--- config.mk ---
export PLATFORM = sky130hd
export DESIGN_NAME = mem_arbiter_flat
export DESIGN_NICKNAME = d
export VERILOG_FILES = /design/src/rtl/mem_arbiter_if.sv /design/src/rtl/mem_arbiter.sv /design/src/flat_wrapper.sv
export SDC_FILE = /design/constraint.sdc
export NUM_CORES = 1
export LEC_CHECK = 0
export ABC_AREA = 1
export CORE_ASPECT_RATIO = 0.75
export CORE_MARGIN = 2
export CORE_UTILIZATION = 24
export CTS_CLUSTER_SIZE = 12
export DETAILED_ROUTE_END_ITERATION = 6
export GPL_TIMING_DRIVEN = 1
export PLACE_DENSITY = 0.9
export SETUP_SLACK_MARGIN = 0.4
export SLEW_MARGIN = 15
export SYNTH_ARGS = -nofsm -noshare
export SYNTH_HDL_FRONTEND = slang
export SYNTH_SLANG_ARGS = --single-unit
--- constraint.sdc ---
create_clock -name clk -period 2.3 [get_ports clk]
set_input_delay 0.69 -clock clk [delete_from_list [all_inputs] [get_ports clk]]
set_output_delay 0.69 -clock clk [all_outputs]
set_load 0.02 [all_outputs]
--- src/rtl/mem_arbiter_if.sv ---
// mem_arbiter_if: handshake bundle between requesters, the arbiter and the shared memory port
// Requester side: req_read, req_write, req_address, req_wdata, req_byte_enable (to arbiter);
//                 req_rdata, req_resp (from arbiter).
// Memory side:    mem_read, mem_write, mem_address, mem_wdata, mem_byte_enable (from arbiter);
//                 mem_rdata, mem_resp (to arbiter).
// Status:         busy, grant_id (from arbiter).
interface mem_arbiter_if #(
    parameter int NUM_PORTS  = 2,
    parameter int ADDR_WIDTH = 16,
    parameter int DATA_WIDTH = 16,
    parameter int MASK_WIDTH = DATA_WIDTH / 8
);
    localparam int ID_WIDTH = $clog2(NUM_PORTS);
    logic [NUM_PORTS-1:0]            req_read;
    logic [NUM_PORTS-1:0]            req_write;
    logic [NUM_PORTS*ADDR_WIDTH-1:0] req_address;
    logic [NUM_PORTS*DATA_WIDTH-1:0] req_wdata;
    logic [NUM_PORTS*MASK_WIDTH-1:0] req_byte_enable;
    logic [DATA_WIDTH-1:0]           req_rdata;
    logic [NUM_PORTS-1:0]            req_resp;
    logic                            mem_read;
    logic                            mem_write;
    logic [ADDR_WIDTH-1:0]           mem_address;
    logic [DATA_WIDTH-1:0]           mem_wdata;
    logic [MASK_WIDTH-1:0]           mem_byte_enable;
    logic [DATA_WIDTH-1:0]           mem_rdata;
    logic                            mem_resp;
    logic                            busy;
    logic [ID_WIDTH-1:0]             grant_id;

    modport slave (
        input  req_read, req_write, req_address, req_wdata, req_byte_enable, mem_rdata, mem_resp,
        output req_rdata, req_resp, mem_read, mem_write, mem_address, mem_wdata, mem_byte_enable,
               busy, grant_id
    );

    modport master (
        output req_read, req_write, req_address, req_wdata, req_byte_enable, mem_rdata, mem_resp,
        input  req_rdata, req_resp, mem_read, mem_write, mem_address, mem_wdata, mem_byte_enable,
               busy, grant_id
    );
endinterface

--- src/rtl/mem_arbiter.sv ---
// mem_arbiter: shares one memory port among NUM_PORTS requesters, round-robin or fixed priority
// Ports: clk, reset (async, active-high), bus (mem_arbiter_if.slave) carrying the flattened
//        requester handshakes, the downstream memory handshake, busy and grant_id.
module mem_arbiter #(
    parameter int NUM_PORTS  = 2,
    parameter int ADDR_WIDTH = 16,
    parameter int DATA_WIDTH = 16,
    parameter int MASK_WIDTH = DATA_WIDTH / 8,
    parameter int RR_MODE    = 1
) (
    input logic          clk,
    input logic          reset,
    mem_arbiter_if.slave bus
);
    localparam int IDW = $clog2(NUM_PORTS);
    localparam int SW  = IDW + 1;

    typedef enum logic {IDLE, BUSY} state_t;

    state_t               r_state;
    logic [IDW-1:0]       r_gid;
    logic [IDW-1:0]       r_ptr;
    logic                 r_mem_read;
    logic                 r_mem_write;
    logic [IDW-1:0]       w_winner;
    logic                 w_found;
    logic                 w_busy;
    logic [SW-1:0]        w_idx;
    logic [NUM_PORTS-1:0] w_active;

    assign w_active = bus.req_read | bus.req_write;
    assign w_busy   = (r_state == BUSY);

    // Scan from lowest to highest priority so the last active hit is the winner.
    always_comb begin
        w_winner = '0;
        w_found  = 1'b0;
        w_idx    = '0;
        for (int k = NUM_PORTS - 1; k >= 0; k--) begin
            w_idx = (RR_MODE != 0) ? SW'(r_ptr) + SW'(k) : SW'(k);
            if (w_idx >= SW'(NUM_PORTS))
                w_idx = w_idx - SW'(NUM_PORTS);
            if (w_active[w_idx[IDW-1:0]]) begin
                w_winner = w_idx[IDW-1:0];
                w_found  = 1'b1;
            end
        end
    end

    always_ff @(posedge clk or posedge reset) begin
        if (reset) begin
            r_state     <= IDLE;
            r_gid       <= '0;
            r_ptr       <= '0;
            r_mem_read  <= 1'b0;
            r_mem_write <= 1'b0;
        end else if (r_state == IDLE) begin
            if (w_found) begin
                r_state     <= BUSY;
                r_gid       <= w_winner;
                r_mem_write <= bus.req_write[w_winner];
                r_mem_read  <= ~bus.req_write[w_winner];
            end
        end else if (bus.mem_resp) begin
            // Strobes are held until completion even if the grantee drops its request.
            r_state     <= IDLE;
            r_mem_read  <= 1'b0;
            r_mem_write <= 1'b0;
            r_ptr       <= (r_gid == IDW'(NUM_PORTS - 1)) ? '0 : r_gid + 1'b1;
        end
    end

    assign bus.busy            = w_busy;
    assign bus.grant_id        = r_gid;
    assign bus.mem_read        = r_mem_read;
    assign bus.mem_write       = r_mem_write;
    assign bus.mem_address     = w_busy ? bus.req_address[r_gid*ADDR_WIDTH +: ADDR_WIDTH] : '0;
    assign bus.mem_wdata       = w_busy ? bus.req_wdata[r_gid*DATA_WIDTH +: DATA_WIDTH] : '0;
    assign bus.mem_byte_enable = w_busy ? bus.req_byte_enable[r_gid*MASK_WIDTH +: MASK_WIDTH] : '0;
    assign bus.req_rdata       = bus.mem_rdata;
    assign bus.req_resp        = (w_busy && bus.mem_resp) ? NUM_PORTS'(1) << r_gid : '0;
endmodule

--- src/flat_wrapper.sv ---
// flat-port wrapper written by rule: the top's interface ports become plain ports
module mem_arbiter_flat 
#(
    parameter int NUM_PORTS  = 2,
    parameter int ADDR_WIDTH = 16,
    parameter int DATA_WIDTH = 16,
    parameter int MASK_WIDTH = DATA_WIDTH / 8,
    parameter int RR_MODE    = 1
)
  (clk, reset, bus_req_read, bus_req_write, bus_req_address, bus_req_wdata, bus_req_byte_enable, bus_mem_rdata, bus_mem_resp, bus_req_rdata, bus_req_resp, bus_mem_read, bus_mem_write, bus_mem_address, bus_mem_wdata, bus_mem_byte_enable, bus_busy, bus_grant_id);
  mem_arbiter_if #(.NUM_PORTS(NUM_PORTS), .ADDR_WIDTH(ADDR_WIDTH), .DATA_WIDTH(DATA_WIDTH), .MASK_WIDTH(MASK_WIDTH)) bus_i ();
  input logic clk;
  input logic reset;
  input wire logic [$bits(bus_i.req_read)-1:0] bus_req_read;
  input wire logic [$bits(bus_i.req_write)-1:0] bus_req_write;
  input wire logic [$bits(bus_i.req_address)-1:0] bus_req_address;
  input wire logic [$bits(bus_i.req_wdata)-1:0] bus_req_wdata;
  input wire logic [$bits(bus_i.req_byte_enable)-1:0] bus_req_byte_enable;
  input wire logic [$bits(bus_i.mem_rdata)-1:0] bus_mem_rdata;
  input wire logic [$bits(bus_i.mem_resp)-1:0] bus_mem_resp;
  output wire logic [$bits(bus_i.req_rdata)-1:0] bus_req_rdata;
  output wire logic [$bits(bus_i.req_resp)-1:0] bus_req_resp;
  output wire logic [$bits(bus_i.mem_read)-1:0] bus_mem_read;
  output wire logic [$bits(bus_i.mem_write)-1:0] bus_mem_write;
  output wire logic [$bits(bus_i.mem_address)-1:0] bus_mem_address;
  output wire logic [$bits(bus_i.mem_wdata)-1:0] bus_mem_wdata;
  output wire logic [$bits(bus_i.mem_byte_enable)-1:0] bus_mem_byte_enable;
  output wire logic [$bits(bus_i.busy)-1:0] bus_busy;
  output wire logic [$bits(bus_i.grant_id)-1:0] bus_grant_id;
  assign bus_i.req_read = bus_req_read;
  assign bus_i.req_write = bus_req_write;
  assign bus_i.req_address = bus_req_address;
  assign bus_i.req_wdata = bus_req_wdata;
  assign bus_i.req_byte_enable = bus_req_byte_enable;
  assign bus_i.mem_rdata = bus_mem_rdata;
  assign bus_i.mem_resp = bus_mem_resp;
  assign bus_req_rdata = bus_i.req_rdata;
  assign bus_req_resp = bus_i.req_resp;
  assign bus_mem_read = bus_i.mem_read;
  assign bus_mem_write = bus_i.mem_write;
  assign bus_mem_address = bus_i.mem_address;
  assign bus_mem_wdata = bus_i.mem_wdata;
  assign bus_mem_byte_enable = bus_i.mem_byte_enable;
  assign bus_busy = bus_i.busy;
  assign bus_grant_id = bus_i.grant_id;
  mem_arbiter #(.NUM_PORTS(NUM_PORTS), .ADDR_WIDTH(ADDR_WIDTH), .DATA_WIDTH(DATA_WIDTH), .MASK_WIDTH(MASK_WIDTH), .RR_MODE(RR_MODE)) u_core (.clk(clk), .reset(reset), .bus(bus_i));
endmodule
==> run metrics, run 1 <==
# diodes=0; synthesized cell area=892 sq um; combinational share of power=89.2%; DR iter-0 viols=18; final cell count without fillers=around 330; die width=about 74 um; Setup Viol. Count Final=0; largest net degree at the start of global routing=23; Finished Cell Area=2480 sq um; Remaining Overflow, GRT=0; area growth from synthesis to layout=178%; Die Footprint=4230 sq um; Pint=approximately 1600 uW; max_cap viols=0; Worst setup EP type=output pin; DR DRC count=0; WS Path Type=register to output pin; Reg power frac=between 5 and 6%; post-synthesis sequential area ratio=14.0%; CTS tree=done; vias in the first global route=1457; status=completed; Routed Antenna Nets=0; Boundary Pins=147; Req. time, crit path=1.61 ns; Synth area leader=nor2_1; Mapped Cells=160; placed cells=305; Clk Latency, worst-skew pair=0.23 ns; Total Wirelength=roughly 4700 um; fraction of layout instances using a drive strength above 1=41.8%; Worst Tran Pin Value=~0.29 ns; via count=around 1500; Static Leak=~0.0013 uW; HP Class=register to register; final worst-path cycle share=90.3%; clk slew on worst S/H paths=0.04 ns; Max-slew headroom=between 80 and 90%; Hold Worst Slack=about 0.53 ns; Cell variety after synth=14; P_sw=1720 uW; Fill cells=306; Max Slew Vio Count=0; f_max=0.482 GHz; power consumption=3350 uW; Synth Net Count=251; Clk pwr share=5.0%; CP Data Arrival Time=1.39 ns; DRT Pass-1 Iters=4; Yosys warning total=0; sum of negative setup slack=0 ns; NumNets Final=365; Worst Skew=0.00328 ns; vias per cell=4.59; Switching Share=around half; Area after DPL=about 1900 sq um; initial antenna violation count=0; drt wl/cell=14.3 um; Area contributors post-synth=nor2_1 (30%), o21ai_0 (20%), buf_4 (14%), dfrtp_1 (14%), buf_6 (8.8%); Root Buffer=clkbuf_8; Pwr Density=1350 nW/um^2; syn avg cell area=5.58 sq um; CORE AREA=3610 sq um; TritonCTS Sinks=5; Die H=56.8 um; dpl hpwl=2770 um; global-route wire length before repair=6660 um; cts bufs inserted=3; worst vdd ir=0.000675 V; H-tree Lvls=1; Clock Tree Buf Depth=2; Worst setup SP type=register; Tmin final=2.08 ns; RSZ-0062 raised after global routing=true; All-Layer GR Usage=20.2%; Starting Density=24.7%; CP max FO=6; Port Buf Inserts=between 100 and 150; FP Rows=19; share of the synthesized area in the top cell type=a little under a third; Yosys reg bits=5; Hold Fails Final Rpt=0; gpl congestion=0.778
-- placed cells by master, fill, tap and decap left out --
cell / instances
a21oi_1: 2
a22oi_1: 1
buf_12: 3
buf_16: 4
buf_2: 1
buf_4: 36
buf_6: 8
clkbuf_1: 1
clkbuf_16: 2
clkbuf_8: 3
clkdlybuf4s15_1: 5
clkdlybuf4s15_2: 1
clkdlybuf4s50_1: 6
dfrtp_1: 4
dfrtp_2: 1
dlygate4sd2_1: 37
dlymetal6s2s_1: 27
inv_1: 4
inv_12: 1
inv_16: 3
inv_6: 1
inv_8: 2
nand2_1: 9
nand2_2: 1
nand3_1: 1
nor2_1: 42
nor2_2: 13
nor2_4: 17
o21ai_0: 2
o21ai_1: 18
o21ai_2: 16
o21ai_4: 1
-- Yosys cell counts (all sizes together) --
| cell | count |
|---|---|
| nand3 | 1 |
| buf | 27 |
| a22oi | 1 |
| dfrtp | 5 |
| a21oi | 2 |
| nand2 | 10 |
| o21ai | 37 |
| nor2 | 72 |
| inv | 5 |
-- final cells by class --
cell class	count	area [sq um]	share of cell area, %
Timing Repair Buffer	130	1370	55.3
Clock buffer	4	45.0	1.82
Inverter	5	35.0	1.41
Sequential cell	5	126	5.10
Multi-Input combinational cell	123	749	30.3
Timing Repair inverter	6	87.6	3.54
Tap cell	52	65.1	2.63
-- power by group through the flow --
| stage | registers (uW) | clock network, uW | logic, uW |
|---|---|---|---|
| final | 193 | 168 | 2990 |
| after global routing | 199 | 179 | 3180 |
| after CTS | 193 | 171 | 2590 |
| after detailed placement | 160 | 0 | 2120 |
| after global placement | 159 | 0 | 2100 |
| after floorplan | 198 | 0 | 1220 |
-- through the flow --
stage                     util (%)  worst slack, ns
after floorplan                  -            0.470
after global placement        53.5           -0.394
after detailed placement      53.5           -0.393
after CTS                     59.6            0.153
after global routing          68.6            0.175
final                         68.6            0.224
-- cells by family after synthesis --
logic type,after synthesis,synth area share [%]
and+or+nand+nor,83,35.3
AOI/OAI and AO/OA,40,23.1
buffers and inverters,32,27.5
DFF,5,14.0
-- flip-flops by register name (all words and copies together) (netlist names) --
register              count
u_core.bus.mem_read       1
u_core.bus.busy           1
u_core.bus.mem_write      1
u_core.r_ptr              1
u_core.bus.grant_id       1
-- repair_timing --
action	4_1_cts	5_1_grt
gates cloned	9	3
hold buffers	0	0
endpoints found under the setup margin	38	39
setup buffers	2	2
resized for setup	304	89
pin swaps	47	46
-- metal layers --
metal	wire, um	vias up	GRT usage (%)
met5	0	-	0
met4	49	0	5.87
met3	415	7	4.85
met2	2390	74	34.4
met1	1800	679	24.8
li1	-	732	-
-- path summary, 6_finish.rpt --
path,start,to,slack [ns],cells past startpoint
worst max-delay path,u_core.bus.grant_id,bus_mem_address[7],0.22,5
max in group asynchronous,reset,u_core.bus.grant_id,1.44,2
min in group asynchronous,reset,u_core.bus.mem_read,0.66,2
worst max register to register,u_core.bus.grant_id,u_core.r_ptr,1.02,6
worst min register to register,u_core.r_ptr,u_core.r_ptr,0.53,2
worst min-delay path,u_core.r_ptr,u_core.r_ptr,0.53,2
-- worst max-delay path: stages (launching register included) --
cell,delay (ns)
dfrtp_2,0.51
buf_12,0.18
clkbuf_16,0.15
o21ai_1,0.12
nor2_1,0.05
buf_4,0.15
Note: power is estimated with default switching activity, not from simulation.
==> inputs of run 2 (changes only) <==
Settings changed: CORE_ASPECT_RATIO 0.75 to 0.8, MAX_ROUTING_LAYER set to met4.
==> run 2 against run 1 <==
Against the previous run:
- cell area is 16% lower
- global-route usage down 1.3 points
- fmax rose by 3.8%
- sequential power is 11% lower
- first-iteration DRC count rose by 72%
- non-clock buffer count down 3
- total power down 14%
==> run metrics, run 2 (synthesis gave the netlist of run 1 again) <==
power consumption=2870 uW (was 3350 uW); Clk pwr share=5.6% (was 5.0%); FP Rows=19 (unchanged); Die Footprint=4220 sq um (was 4230 sq um); HP Class=register to register (unchanged); Port Buf Inserts=114 (unchanged); Finished Cell Area=2070 sq um (was 2480 sq um); vias per cell=4.58 (was 4.59); reg2reg setup slack=1.08 ns (was 1.02 ns); Worst Tran Pin Value=0.247 ns (was 0.294 ns); area growth from synthesis to layout=132% (was 178%); CORE AREA=3490 sq um (was 3610 sq um); DR DRC count=0 (unchanged); Setup Viol. Count Final=0 (unchanged); Max-slew headroom=83.5% (was 80.4%); Clock Tree Buf Depth=2 (unchanged); CP max FO=5 (was 6); clk slew on worst S/H paths=0.03 ns (was 0.04 ns); Die H=58.5 um (was 56.8 um); largest net degree at the start of global routing=20 (was 23); status=completed (unchanged); Clk Latency, worst-skew pair=0.22 ns (was 0.23 ns); P_sw=1510 uW (was 1720 uW); drt wl/cell=13.4 um (was 14.3 um); gpl congestion=0.811 (was 0.778); Pwr Density=1390 nW/um^2 (was 1350 nW/um^2); global-route wire length before repair=6170 um (was 6660 um); worst hold start=u_core.bus.mem_write (was u_core.r_ptr); Remaining Overflow, GRT=0 (unchanged); RSZ-0062 raised after global routing=true (unchanged); combinational share of power=88.5% (was 89.2%); r2r endpoint=u_core.bus.mem_read (was u_core.r_ptr); WHS Endpoint=u_core.bus.mem_write (was u_core.r_ptr); dpl hpwl=2830 um (was 2770 um); f_max=0.500 GHz (was 0.482 GHz); Hold Worst Slack=0.533 ns (was 0.530 ns); WHS Path Cells=2 (unchanged); Boundary Pins=147 (unchanged); CP Data Arrival Time=1.31 ns (was 1.39 ns); commonest non-fill, non-tap cell in the layout=nor2_1 (unchanged); All-Layer GR Usage=18.9% (was 20.2%); CTS tree=done (unchanged); Worst setup SP type=register (unchanged); Starting Density=25.5% (was 24.7%); # diodes=0 (unchanged); WS Path Type=register to output pin (unchanged); Max Slew Vio Count=0 (unchanged); sum of negative setup slack=0 ns (unchanged); dpl ws=-0.415 ns (was -0.393 ns); Worst setup EP type=output pin (unchanged); Area after DPL=1910 sq um (was 1930 sq um); NumNets Final=360 (was 365); max_cap viols=0 (unchanged); worst vdd ir=0.000686 V (was 0.000675 V); fraction of layout instances using a drive strength above 1=32.5% (was 41.8%); final worst-path cycle share=86.9% (was 90.3%); H-tree Lvls=1 (unchanged); Reg power frac=6.0% (was 5.8%); DR iter-0 viols=31 (was 18); DRT Pass-1 Iters=4 (unchanged); Static Leak=0.00103 uW (was 0.00134 uW); Switching Share=52.4% (was 51.5%); worst r2r src=u_core.bus.busy (was u_core.bus.grant_id); die width=72.2 um (was 74.4 um); Routed Antenna Nets=0 (unchanged); Total Wirelength=4160 um (was 4660 um); initial antenna violation count=0 (unchanged); Pint=1370 uW (was 1630 uW); R2R cell count=5 (was 6); cts bufs inserted=3 (unchanged); TritonCTS Sinks=5 (unchanged); Hold Buf Count CTS=0 (unchanged); Root Buffer=clkbuf_8 (unchanged); Req. time, crit path=1.61 ns (about the same); commonest non-fill, non-tap cells in the layout=nor2_1 (62), dlygate4sd2_1 (55), buf_4 (41), o21ai_1 (19), o21ai_2 (15) (was nor2_1 (42), dlygate4sd2_1 (37), buf_4 (36), dlymetal6s2s_1 (27), o21ai_1 (18)); final worst slack=0.300 ns (was 0.224 ns); Worst Skew=0.000299 ns (was 0.00328 ns); Tmin final=2.00 ns (was 2.08 ns); via count=1419 (was 1492); Hold Fails Final Rpt=0 (unchanged); vias in the first global route=1338 (was 1457)
[run 2: cell count changes in the layout (fill, tap and decap cells not counted), sizes merged]
cell	change
buf	-1
clkbuf	-2
clkdlybuf4s15	+8
clkdlybuf4s50	+1
dlygate4sd2	+18
dlymetal6s2s	-27
inv	-2
[run 2: through the flow]
step / util (%) / instances
CTS: 56.9 / 308
global route: 59.2 / 310
detailed placement: 54.6 / 295
global placement: 54.6 / 295
floorplan: - / 160
finish: 59.2 / 310
[run 2: worst max path at each step]
stage	startpoint	to	cells after the start	slack (ns)
final	u_core.bus.grant_id	bus_mem_wdata[7]	6	0.30
after global routing	u_core.bus.grant_id	bus_mem_wdata[7]	6	0.25
after CTS	u_core.bus.grant_id	bus_mem_address[9]	5	0.25
after detailed placement	bus_mem_resp	bus_req_resp[1]	4	-0.41
after global placement	bus_mem_resp	bus_req_resp[1]	4	-0.39
after floorplan	u_core.bus.grant_id	bus_mem_address[0]	5	0.47
[run 2: power groups by stage]
stage | clock (uW) | combinational, uW | sequential [uW]
6_report | 160 | 2540 | 171
3_3_place_gp | 0 | 2080 | 171
5_1_grt | 167 | 2720 | 178
3_5_place_dp | 0 | 2100 | 174
4_1_cts | 163 | 2410 | 182
2_1_floorplan | 0 | 1220 | 198
[run 2: what timing repair did]
action                     4_1_cts  5_1_grt
gates cloned                     5        0
buffers inserted                 4        2
gates resized for setup        333       17
setup endpoints to repair       38       37
pin swaps                       82        2
[run 2: per-layer routing]
layer,wire [um],part of all wire (%),vias up,GRT usage [%]
li1,-,-,715,-
met1,1620,39,632,20.7
met2,2100,50,67,33.6
met3,398,9.6,5,5.48
met4,46,1.1,0,4.85
met5,0,0,-,-
[run 2: critical path: stages, from the launching register on]
cell and delay (ns):
dfrtp_2 0.45, buf_12 0.17, buf_12 0.14, inv_12 0.06, nor2_4 0.04, nor2_2 0.10
buf_6 0.14
[run 2: area by class of cell]
type | instances | area (sq um)
timing repair buffer | 127 | 1150
fill | 369 | 1430
inverter | 5 | 35.0
clock buffer | 4 | 45.0
sequential | 5 | 126
multi-input combinational | 123 | 616
timing repair inverter | 4 | 45.0
tap | 42 | 52.6
